==> config.mk <==
export PLATFORM = sky130hd
export DESIGN_NAME = dut_req_responder
export DESIGN_NICKNAME = d
export VERILOG_FILES = /design/src/rtl/dut_resp_pkg.sv /design/src/rtl/dut_reg_file.sv /design/src/rtl/dut_req_responder.sv
export SDC_FILE = /design/constraint.sdc
export NUM_CORES = 1
export LEC_CHECK = 0
export ABC_AREA = 1
export BUFFER_PORTS_ARGS = -buffer_cell sky130_fd_sc_hd__buf_2
export CELL_PAD_IN_SITES_DETAIL_PLACEMENT = 1
export CELL_PAD_IN_SITES_GLOBAL_PLACEMENT = 1
export CORE_MARGIN = 2
export CORE_UTILIZATION = 25
export CTS_BUF_LIST = sky130_fd_sc_hd__clkbuf_2 sky130_fd_sc_hd__clkbuf_4 sky130_fd_sc_hd__clkbuf_8
export CTS_CLUSTER_SIZE = 25
export DETAILED_ROUTE_END_ITERATION = 8
export HOLD_SLACK_MARGIN = 0.06
export PLACE_DENSITY = 0.59
export SYNTH_ARGS = -nofsm -noshare
export SYNTH_HDL_FRONTEND = slang
export SYNTH_SLANG_ARGS = --single-unit
==> constraint.sdc <==
create_clock -name tb_clk -period 2.33 [get_ports tb_clk]
set_input_delay 0 -clock tb_clk [delete_from_list [all_inputs] [get_ports tb_clk]]
set_output_delay 0 -clock tb_clk [all_outputs]
set_load 0.03 [all_outputs]
==> src/rtl/dut_resp_pkg.sv <==
// Shared types for the DUT-side request responder: FSM state encoding
// and the response holding register layout.
package dut_resp_pkg;

    // Widest response data the holding register can carry; the top-level
    // DATA_W must not exceed this.
    localparam int RSP_DATA_W = 32;

    // Legacy-compatible state encodings, reused by the enum below.
    localparam logic [1:0] ST_IDLE = 2'd0;
    localparam logic [1:0] ST_WAIT = 2'd1;
    localparam logic [1:0] ST_RESP = 2'd2;

    typedef enum logic [1:0] {
        IDLE = ST_IDLE,
        WAIT = ST_WAIT,
        RESP = ST_RESP
    } resp_state_e;

    typedef struct packed {
        logic                  write;
        logic [RSP_DATA_W-1:0] rdata;
        logic                  err;
    } rsp_t;

    localparam rsp_t RSP_RESET = '{write: 1'b0, rdata: '0, err: 1'b0};

endpackage

==> src/rtl/dut_reg_file.sv <==
// Small register file: one synchronous write port, one combinational
// read port, cleared to zero by the asynchronous reset.
module dut_reg_file #(
    parameter int DATA_W   = 32,
    parameter int NUM_REGS = 8,
    parameter int IDX_W    = 3
) (
    input  logic              clk,
    input  logic              rst_n,
    input  logic              we,
    input  logic [IDX_W-1:0]  waddr,
    input  logic [DATA_W-1:0] wdata,
    input  logic [IDX_W-1:0]  raddr,
    output logic [DATA_W-1:0] rdata
);

    logic [DATA_W-1:0] mem_q [NUM_REGS];
    logic [DATA_W-1:0] mem_d [NUM_REGS];

    // Indices past the last implemented register are never touched.
    function automatic logic idx_ok(input logic [IDX_W-1:0] idx);
        return {1'b0, idx} < (IDX_W+1)'(NUM_REGS);
    endfunction

    assign rdata = idx_ok(raddr) ? mem_q[raddr] : '0;

    // Next register contents: hold, or overwrite the addressed entry.
    always_comb begin
        mem_d = mem_q;
        if (we && idx_ok(waddr)) begin
            mem_d[waddr] = wdata;
        end
    end

    // Storage update with asynchronous clear.
    always_ff @(posedge clk or negedge rst_n) begin
        if (!rst_n) begin
            for (int i = 0; i < NUM_REGS; i++) begin
                mem_q[i] <= '0;
            end
        end else begin
            mem_q <= mem_d;
        end
    end

endmodule

==> src/rtl/dut_req_responder.sv <==
// Target end of the bench request/response channel: accepts one read or
// write at a time, services it against the local register file and returns
// a single response, holding it until the initiator takes it.
module dut_req_responder #(
    parameter int DATA_W     = 32,
    parameter int ADDR_W     = 4,
    parameter int NUM_REGS   = 8,
    parameter int RD_LATENCY = 2
) (
    input  logic              tb_clk,
    input  logic              tb_rst_n,
    input  logic              req_valid,
    output logic              req_ready,
    input  logic              req_write,
    input  logic [ADDR_W-1:0] req_addr,
    input  logic [DATA_W-1:0] req_wdata,
    output logic              rsp_valid,
    input  logic              rsp_ready,
    output logic              rsp_write,
    output logic [DATA_W-1:0] rsp_rdata,
    output logic              rsp_err,
    output logic              busy
);

    import dut_resp_pkg::*;

    localparam int CNT_W = $clog2(RD_LATENCY + 1);
    localparam int IDX_W = (NUM_REGS > 1) ? $clog2(NUM_REGS) : 1;
    localparam logic [CNT_W-1:0]  CNT_LOAD  = CNT_W'(RD_LATENCY - 1);
    localparam logic [CNT_W-1:0]  CNT_ONE   = CNT_W'(1);
    localparam logic [ADDR_W:0]   REG_LIMIT = (ADDR_W+1)'(NUM_REGS);

    resp_state_e       state_q, state_d;
    logic [CNT_W-1:0]  cnt_q, cnt_d;
    logic [ADDR_W-1:0] addr_q, addr_d;
    rsp_t              rsp_q, rsp_d;
    // Low only until the first edge after reset release, so the channel
    // reads "not ready" for the whole reset period.
    logic              up_q, up_d;

    logic              accept;
    logic              rf_we;
    logic [IDX_W-1:0]  rf_raddr;
    logic [DATA_W-1:0] rf_rdata;

    function automatic logic in_range(input logic [ADDR_W-1:0] a);
        return {1'b0, a} < REG_LIMIT;
    endfunction

    assign req_ready = up_q && (state_q == IDLE);
    assign accept    = req_valid && req_ready;
    assign rsp_valid = (state_q == RESP);
    assign busy      = (state_q != IDLE);
    assign rsp_write = rsp_q.write;
    assign rsp_rdata = rsp_q.rdata[DATA_W-1:0];
    assign rsp_err   = rsp_q.err;

    // Writes land on the accept edge; reads come from the live request in
    // IDLE (single-cycle latency) or from the captured address in WAIT.
    assign rf_we    = accept && req_write && in_range(req_addr);
    assign rf_raddr = (state_q == IDLE) ? req_addr[IDX_W-1:0] : addr_q[IDX_W-1:0];

    dut_reg_file #(
        .DATA_W   (DATA_W),
        .NUM_REGS (NUM_REGS),
        .IDX_W    (IDX_W)
    ) u_reg_file (
        .clk   (tb_clk),
        .rst_n (tb_rst_n),
        .we    (rf_we),
        .waddr (req_addr[IDX_W-1:0]),
        .wdata (req_wdata),
        .raddr (rf_raddr),
        .rdata (rf_rdata)
    );

    // Request/response FSM with read-latency countdown and response capture.
    always_comb begin
        state_d = state_q;
        cnt_d   = cnt_q;
        addr_d  = addr_q;
        rsp_d   = rsp_q;
        up_d    = 1'b1;
        case (state_q)
            IDLE: begin
                if (accept) begin
                    addr_d = req_addr;
                    if (req_write) begin
                        rsp_d.write = 1'b1;
                        rsp_d.rdata = '0;
                        rsp_d.err   = !in_range(req_addr);
                        state_d     = RESP;
                    end else if (RD_LATENCY == 1) begin
                        rsp_d.write = 1'b0;
                        rsp_d.err   = !in_range(req_addr);
                        rsp_d.rdata = in_range(req_addr) ? RSP_DATA_W'(rf_rdata) : '0;
                        state_d     = RESP;
                    end else begin
                        cnt_d   = CNT_LOAD;
                        state_d = WAIT;
                    end
                end
            end
            WAIT: begin
                if (cnt_q == CNT_ONE) begin
                    rsp_d.write = 1'b0;
                    rsp_d.err   = !in_range(addr_q);
                    rsp_d.rdata = in_range(addr_q) ? RSP_DATA_W'(rf_rdata) : '0;
                    state_d     = RESP;
                end else begin
                    cnt_d = cnt_q - CNT_ONE;
                end
            end
            RESP: begin
                if (rsp_ready) begin
                    rsp_d   = RSP_RESET;
                    state_d = IDLE;
                end
            end
            default: begin
                state_d = IDLE;
            end
        endcase
    end

    // State registers with asynchronous clear; an in-flight response is dropped.
    always_ff @(posedge tb_clk or negedge tb_rst_n) begin
        if (!tb_rst_n) begin
            state_q <= IDLE;
            cnt_q   <= '0;
            addr_q  <= '0;
            rsp_q   <= RSP_RESET;
            up_q    <= 1'b0;
        end else begin
            state_q <= state_d;
            cnt_q   <= cnt_d;
            addr_q  <= addr_d;
            rsp_q   <= rsp_d;
            up_q    <= up_d;
        end
    end

endmodule

==> impl_metrics.ini, run 1 <==
[status]
outcome = completed

[floorplan]
die_h_um = 246
ios = 78
die_area_um2 = 60400
rows = 88
die_w_um = 246
start_util_pct = 25.3
core-area_um2 = 57700

[setup_path]
crit_chain = inv_1 > ha_2 > inv_2 > nand2_1 > nand2_4 > buf_12 > nand2_1 > nand3_1 > nand3_1 > nand3_1 > nand2_1
arrival_ns = 2.67
cp-start-kind = register
path_class = register to register
required_ns = 2.85
cp_max_fo = 66
slowest_stage = dfrtp_1
cp_slowest_stage_delay_ns = 0.38
crit_path_end_kind = register
ff2ff_path_depth = 11

[synth]
synth_xor_area_share_pct = 0
yosysUniqueCellTypes = 27
syn_inst = 1830
syn-num-nets = 1876
ys.flop_type = dfrtp_1
synth_compound_area_share_pct = 9.99
synth_area_leader_cell = dfrtp_1
yosys_warnings = 0
ys_ff_latch = 299
syn_area_um2 = 14600
synthAdderAreaFrac_pct = 0.428
async_flop_share_pct = 100
synth_top_family_by_area = simple AND/OR/NAND/NOR gates
synth_edf_count = 0
synth-seq-area-share_pct = 51.2
ys_top_cells_by_area = dfrtp_1, nand2_1, nand3_1
synth_top_area_share_pct = 51.2
synth-simple-area-share_pct = 25.3
synthMuxAreaShare_pct = 0
avgSynthCellArea_um2 = 7.99

[clock_network]
clock_path_buffers = 3
clockRootBuffer = clkbuf_8
clk-insertion-delay-late_ns = 0.66
cts.clk_slew.worst_paths_ns = 0.07
cts_tree = yes
cts_setup_buffers = 0
cts_sinks = 299
htreeDepth = 2
cts_made_buffers = 56

[sta]
relSlewSlack_pct = 59.9
fin_setup_tns_ns = 0
finalCritPeriodShare_pct = 92.4
period_minus_slack_ns = 2.15
hold_viol = 0
max_freq_mhz = 465
skew_ns = 0.0329
rsz0062_at_grt = no
final-setup-viol-count = 0
worstMarginPinSlew_ns = 0.602
slew_viol_final = 0

[power_and_ir_drop]
p_comb_share_pct = 41.3
share_seq_of_total_power_pct = 31.7
p_sw_mw = 8.62
p_int_mw = 12.0
peakVddDrop_mv = 1.07
p_per_area_nw_per_um2 = 1180
switching_share_pct = 41.9
p_clk_share_pct = 27.1
p_leak_nw = 8.57

[place]
place.port_buffers = 77
dp_hpwl_mm = 28.5
gp_congestion = 0.799

[routing]
routedWlPerCell_um = 17.0
drtIter0Drc = 743
drtAntennaViolNets = 0
first_pass_iters = 4
drc_errors = 0
wirelength_mm = 46.9
viasPerCell = 4.42
num_vias = 12200

[layout]
nFillCells = 6965
syn2layout_area_growth_pct = 19.6
final_nets = 1996
drive_above_1_share_pct = 14.1
fin_util_pct = 30.3

[global_routing]
grt_overflow = 0
antenna_found_initial = 1
grt_pass1_wl_mm = 74.9
grt_pass1_vias = 12900
grtUsageTotal_pct = 15.9
grt_max_degree = 72

[min_path]
holdCritPathClass = primary input to register
hold_depth = 4

[job]
max-cap-violations = 0
==> per-layer routing <==
layer  GRT usage, %  share of wire [%]
met5              0                  0
met4           4.40                1.6
met3           2.34                3.5
met2           26.2                 46
met1           21.8                 49
==> flip-flops by register name (all words and copies together), names as in the netlist <==
register	cells
up_q	1
rsp_write	1
rsp_rdata	32
addr_q	4
rsp_err	1
cnt_q	2
u_reg_file.mem_q	256
state_q	2
==> area by class of cell <==
type	instances	area, um^2	share of cell area [%]
Sequential cell	299	7480	42.8
Antenna cell	1	2.50	0.0143
Clock inverter	10	113	0.645
Tap cell	765	957	5.48
Timing Repair Buffer	168	1470	8.43
Clock buffer	89	1100	6.30
Inverter	289	1090	6.22
Multi-Input combinational cell	1136	5260	30.1
==> cell usage in the layout, fill, tap and decap left out, drive strengths merged <==
cell type / instances
clkinv: 6
dlygate4sd3: 43
inv: 290
a21oi: 2
a22oi: 1
o21ai: 265
o211ai: 1
nand3: 264
dfrtp: 299
nor2: 15
buf: 125
clkinvlp: 1
nand2: 582
bufinv: 2
diode: 1
clkbuf: 89
conb: 1
ha: 5
==> final timing paths <==
path | from | end | slack [ns]
worst max-delay path | state_q[0] | rsp_rdata[7] | 0.18
worst min-delay path | req_addr[3] | rsp_err | 0.22
worst max register to register | state_q[0] | rsp_rdata[7] | 0.18
worst min register to register | rsp_rdata[0] | rsp_rdata[0] | 0.47
max in group asynchronous | tb_rst_n | u_reg_file.mem_q[125] | 1.22
min in group asynchronous | tb_rst_n | rsp_rdata[0] | 0.54
==> timing repair <==
action | 4_1_cts | 5_1_grt
endpoints found under the setup margin | 0 | 117
resized for setup | 0 | 2
hold buffers | 44 | 0
endpoints found under the hold margin | 564 | 0
==> stage by stage <==
step | hold slack [ns] | total power [mW] | area [um^2] | instances | setup slack (ns)
floorplan | -0.296 | 12.2 | 14600 | 1830 | 0.467
global placement | -0.0276 | 14.9 | 15800 | 2613 | 0.134
detailed placement | -0.0259 | 15.1 | 15800 | 2613 | 0.0776
CTS | 0.154 | 20.9 | 17500 | 2756 | 0.0687
global route | 0.214 | 22.2 | 17500 | 2757 | 0.0217
finish | 0.219 | 20.6 | 17500 | 2757 | 0.177
==> power groups by stage <==
stage | Sequential (mW) | Clock (mW) | Combinational (mW)
floorplan | 6.70 | 0 | 5.50
global placement | 6.56 | 0 | 8.31
detailed placement | 6.60 | 0 | 8.46
CTS | 6.51 | 5.79 | 8.59
global route | 6.62 | 5.98 | 9.56
finish | 6.51 | 5.57 | 8.49
==> synth_stat cells, types with 2 or more instances <==
library cell and number:
a21oi_1 2, buf_1 2, buf_2 37, buf_4 7
buf_6 44, clkbuf_1 9, clkbuf_2 6, dfrtp_1 299
ha_1 5, inv_1 283, inv_2 5, nand2_1 568
nand2_2 2, nand2_4 12, nand3_1 264, nor2_1 11
nor2_8 2, o21ai_0 53, o21ai_1 183, o21ai_2 29
==> cell families (layout without fill, tap and decap cells) <==
kind of cell             Yosys count  in the layout
AO/OA/AOI/OAI                    269            269
buffers and inverters            395            556
flip-flops                       299            299
other                              1              2
AND/OR/NAND/NOR                  861            861
adder cells (fa/ha/maj)            5              5
==> critical path, delay by kind of cell (launching register included) <==
family        cells  cell delay [ns]
buf+inv           3             0.54
flops             1             0.38
fa+ha+maj         1             0.26
simple gates      7             0.82
No activity file was read; power rests on OpenSTA's default activity.
==> run 2: changes to the inputs <==
--- a/config.mk
+++ b/config.mk
@@ -8,6 +8,6 @@
 export ABC_AREA = 1
 export BUFFER_PORTS_ARGS = -buffer_cell sky130_fd_sc_hd__buf_2
-export CELL_PAD_IN_SITES_DETAIL_PLACEMENT = 1
-export CELL_PAD_IN_SITES_GLOBAL_PLACEMENT = 1
+export CELL_PAD_IN_SITES_DETAIL_PLACEMENT = 0
+export CELL_PAD_IN_SITES_GLOBAL_PLACEMENT = 2
 export CORE_MARGIN = 2
 export CORE_UTILIZATION = 25
@@ -16,5 +16,5 @@
 export DETAILED_ROUTE_END_ITERATION = 8
 export HOLD_SLACK_MARGIN = 0.06
-export PLACE_DENSITY = 0.59
+export PLACE_DENSITY = 0.69
 export SYNTH_ARGS = -nofsm -noshare
 export SYNTH_HDL_FRONTEND = slang
==> constraint.sdc (replaced) <==
create_clock -name tb_clk -period 2.33 [get_ports tb_clk]
set_input_delay 0.1165 -clock tb_clk [delete_from_list [all_inputs] [get_ports tb_clk]]
set_output_delay 0.1165 -clock tb_clk [all_outputs]
set_load 0.03 [all_outputs]
==> run 2 against run 1 <==
  * Non-clock buffer count is the same
  * Flip-flop and latch count stayed put
  * Cell area barely moved
  * Critical path depth is the same
==> impl_metrics.ini, run 2 (synthesis results as in run 1) <==
[sta]
period_minus_slack_ns = 2.11
slew_viol_final = 0
skew_ns = 0.0324
max_freq_mhz = 474
final-setup-viol-count = 0
finalCritPeriodShare_pct = 90.6
fin_setup_tns_ns = 0
hold_viol = 0
rsz0062_at_grt = no

[floorplan]
die_area_um2 = 60400
die_h_um = 246
core-area_um2 = 57700
ios = 78
die_w_um = 246
start_util_pct = 25.3
rows = 88

[place]
dp_hpwl_mm = 26.6
gp_congestion = 0.782
place.port_buffers = 77

[routing]
drtIter0Drc = 929
first_pass_iters = 7
met3_length_mm = 1.90
num_vias = 11900
top_layer_used = met4
wirelength_mm = 44.7
drtAntennaViolNets = 0
drc_errors = 0
viasPerCell = 4.31
dr_wl_met2_mm = 20.0
routedWlPerCell_um = 16.2
drt-met1-wl_mm = 22.0

[layout]
final_common_cell = nand2_1
diodes = 0
largest_reg_flops = 256
largest-register = u_reg_file.mem_q
final_cell_mix = nand2_1, dfrtp_1, inv_1
fin_util_pct = 30.3
nFillCells = 6287
multi_input_area_um2 = 5270
regArea_um2 = 7480
drive_above_1_share_pct = 14.0
final_nets = 1996
syn2layout_area_growth_pct = 19.7

[setup_path]
arrival_ns = 2.66
crit_chain = inv_1 > ha_4 > inv_2 > nand2_1 > nand2_4 > buf_16 > nand2_1 > nand3_1 > nand3_1 > nand3_1 > nand2_1
crit_end = rsp_rdata[18]
slowest_stage = dfrtp_1
rrSetupSlack_ns = 0.22
cp-start-kind = register
critPathLaunch = state_q[1]
required_ns = 2.88
cp_slowest_stage_delay_ns = 0.37
cp_max_fo = 62
crit_path_end_kind = register
r2r-start = state_q[1]
ff2ff_path_depth = 11
timing.rr.end = rsp_rdata[18]
path_class = register to register

[global_routing]
grt_pass1_vias = 11700
antenna_found_initial = 0
grt_max_degree = 78
grt_overflow = 0
grt_pass1_wl_mm = 70.8
grtUsageTotal_pct = 15.1

[power_and_ir_drop]
p_leak_nw = 8.58
p_per_area_nw_per_um2 = 1170
peakVddDrop_mv = 0.695

[clock_network]
cts_sinks = 299
clockRootBuffer = clkbuf_8
cts.clk_slew.worst_paths_ns = 0.06
cts_tree = yes
htreeDepth = 2
clock_path_buffers = 3
clk-insertion-delay-late_ns = 0.67
cts_made_buffers = 56
cts_setup_buffers = 0

[job]
max-cap-violations = 0

[status]
outcome = completed

[min_path]
holdCritPathClass = primary input to register
==> run 2: changes by cell type in the layout (fill, tap and decap cells not counted), moves of 2 or more <==
cell,previous run,this run
buf_4,25,22
buf_12,21,23
bufinv_16,2,0
clkbuf_8,69,71
clkinv_2,6,4
==> run 2: through the flow <==
stage	power (mW)	std cells	hold WS [ns]	worst slack [ns]	cell area, um^2
finish	20.5	2754	0.369	0.220	17500
global route	22.2	2754	0.362	0.0425	17500
CTS	20.8	2754	0.310	0.00989	17500
detailed placement	15.1	2613	0.117	0.0351	15800
global placement	15.1	2613	0.119	0.0660	15800
floorplan	12.2	1830	-0.179	0.467	14600
==> run 2: worst min path at each step <==
| stage | startpoint | to | slack (ns) | depth (start not counted) |
|---|---|---|---|---|
| final | req_addr[3] | rsp_err | 0.37 | 4 |
| after global routing | req_addr[3] | rsp_err | 0.36 | 4 |
| after CTS | req_addr[3] | rsp_err | 0.31 | 4 |
| after detailed placement | tb_rst_n | u_reg_file.mem_q[97] | 0.12 | 1 |
| after global placement | tb_rst_n | u_reg_file.mem_q[97] | 0.12 | 1 |
| after floorplan | tb_rst_n | addr_q[0] | -0.18 | 0 |
==> run 2: cell type report <==
cell class	instances	area share (%)
timing repair buffer	168	8.68
multi-input combinational	1136	30.1
tap	765	5.47
sequential	299	42.8
clock buffer	92	6.49
inverter	289	6.21
clock inverter	5	0.229
==> run 2: per-layer routing <==
metal | vias up | global-route usage (%)
li1 | 5974 | -
met1 | 5642 | 21.3
met2 | 210 | 23.7
met3 | 56 | 2.73
met4 | 0 | 4.12
met5 | - | 0
==> run 2: what timing repair did <==
item	CTS	global route
hold endpoints to repair	563	0
hold buffers	44	0
endpoints found under the setup margin	0	74
resized for setup	0	4
==> run 2: critical path: cells and delay by family, from the launching register on <==
kind                     cells  cell delay [ns]
flip-flops                   1             0.37
adder cells (fa/ha/maj)      1             0.23
AND/OR/NAND/NOR              7             0.84
buffers and inverters        3             0.53
==> run 2: power breakdown <==
group | internal [mW] | total (mW) | switching, mW
registers | 6.04 | 6.50 | 0.467
logic | 2.88 | 8.58 | 5.70
clock network | 3.05 | 5.39 | 2.34
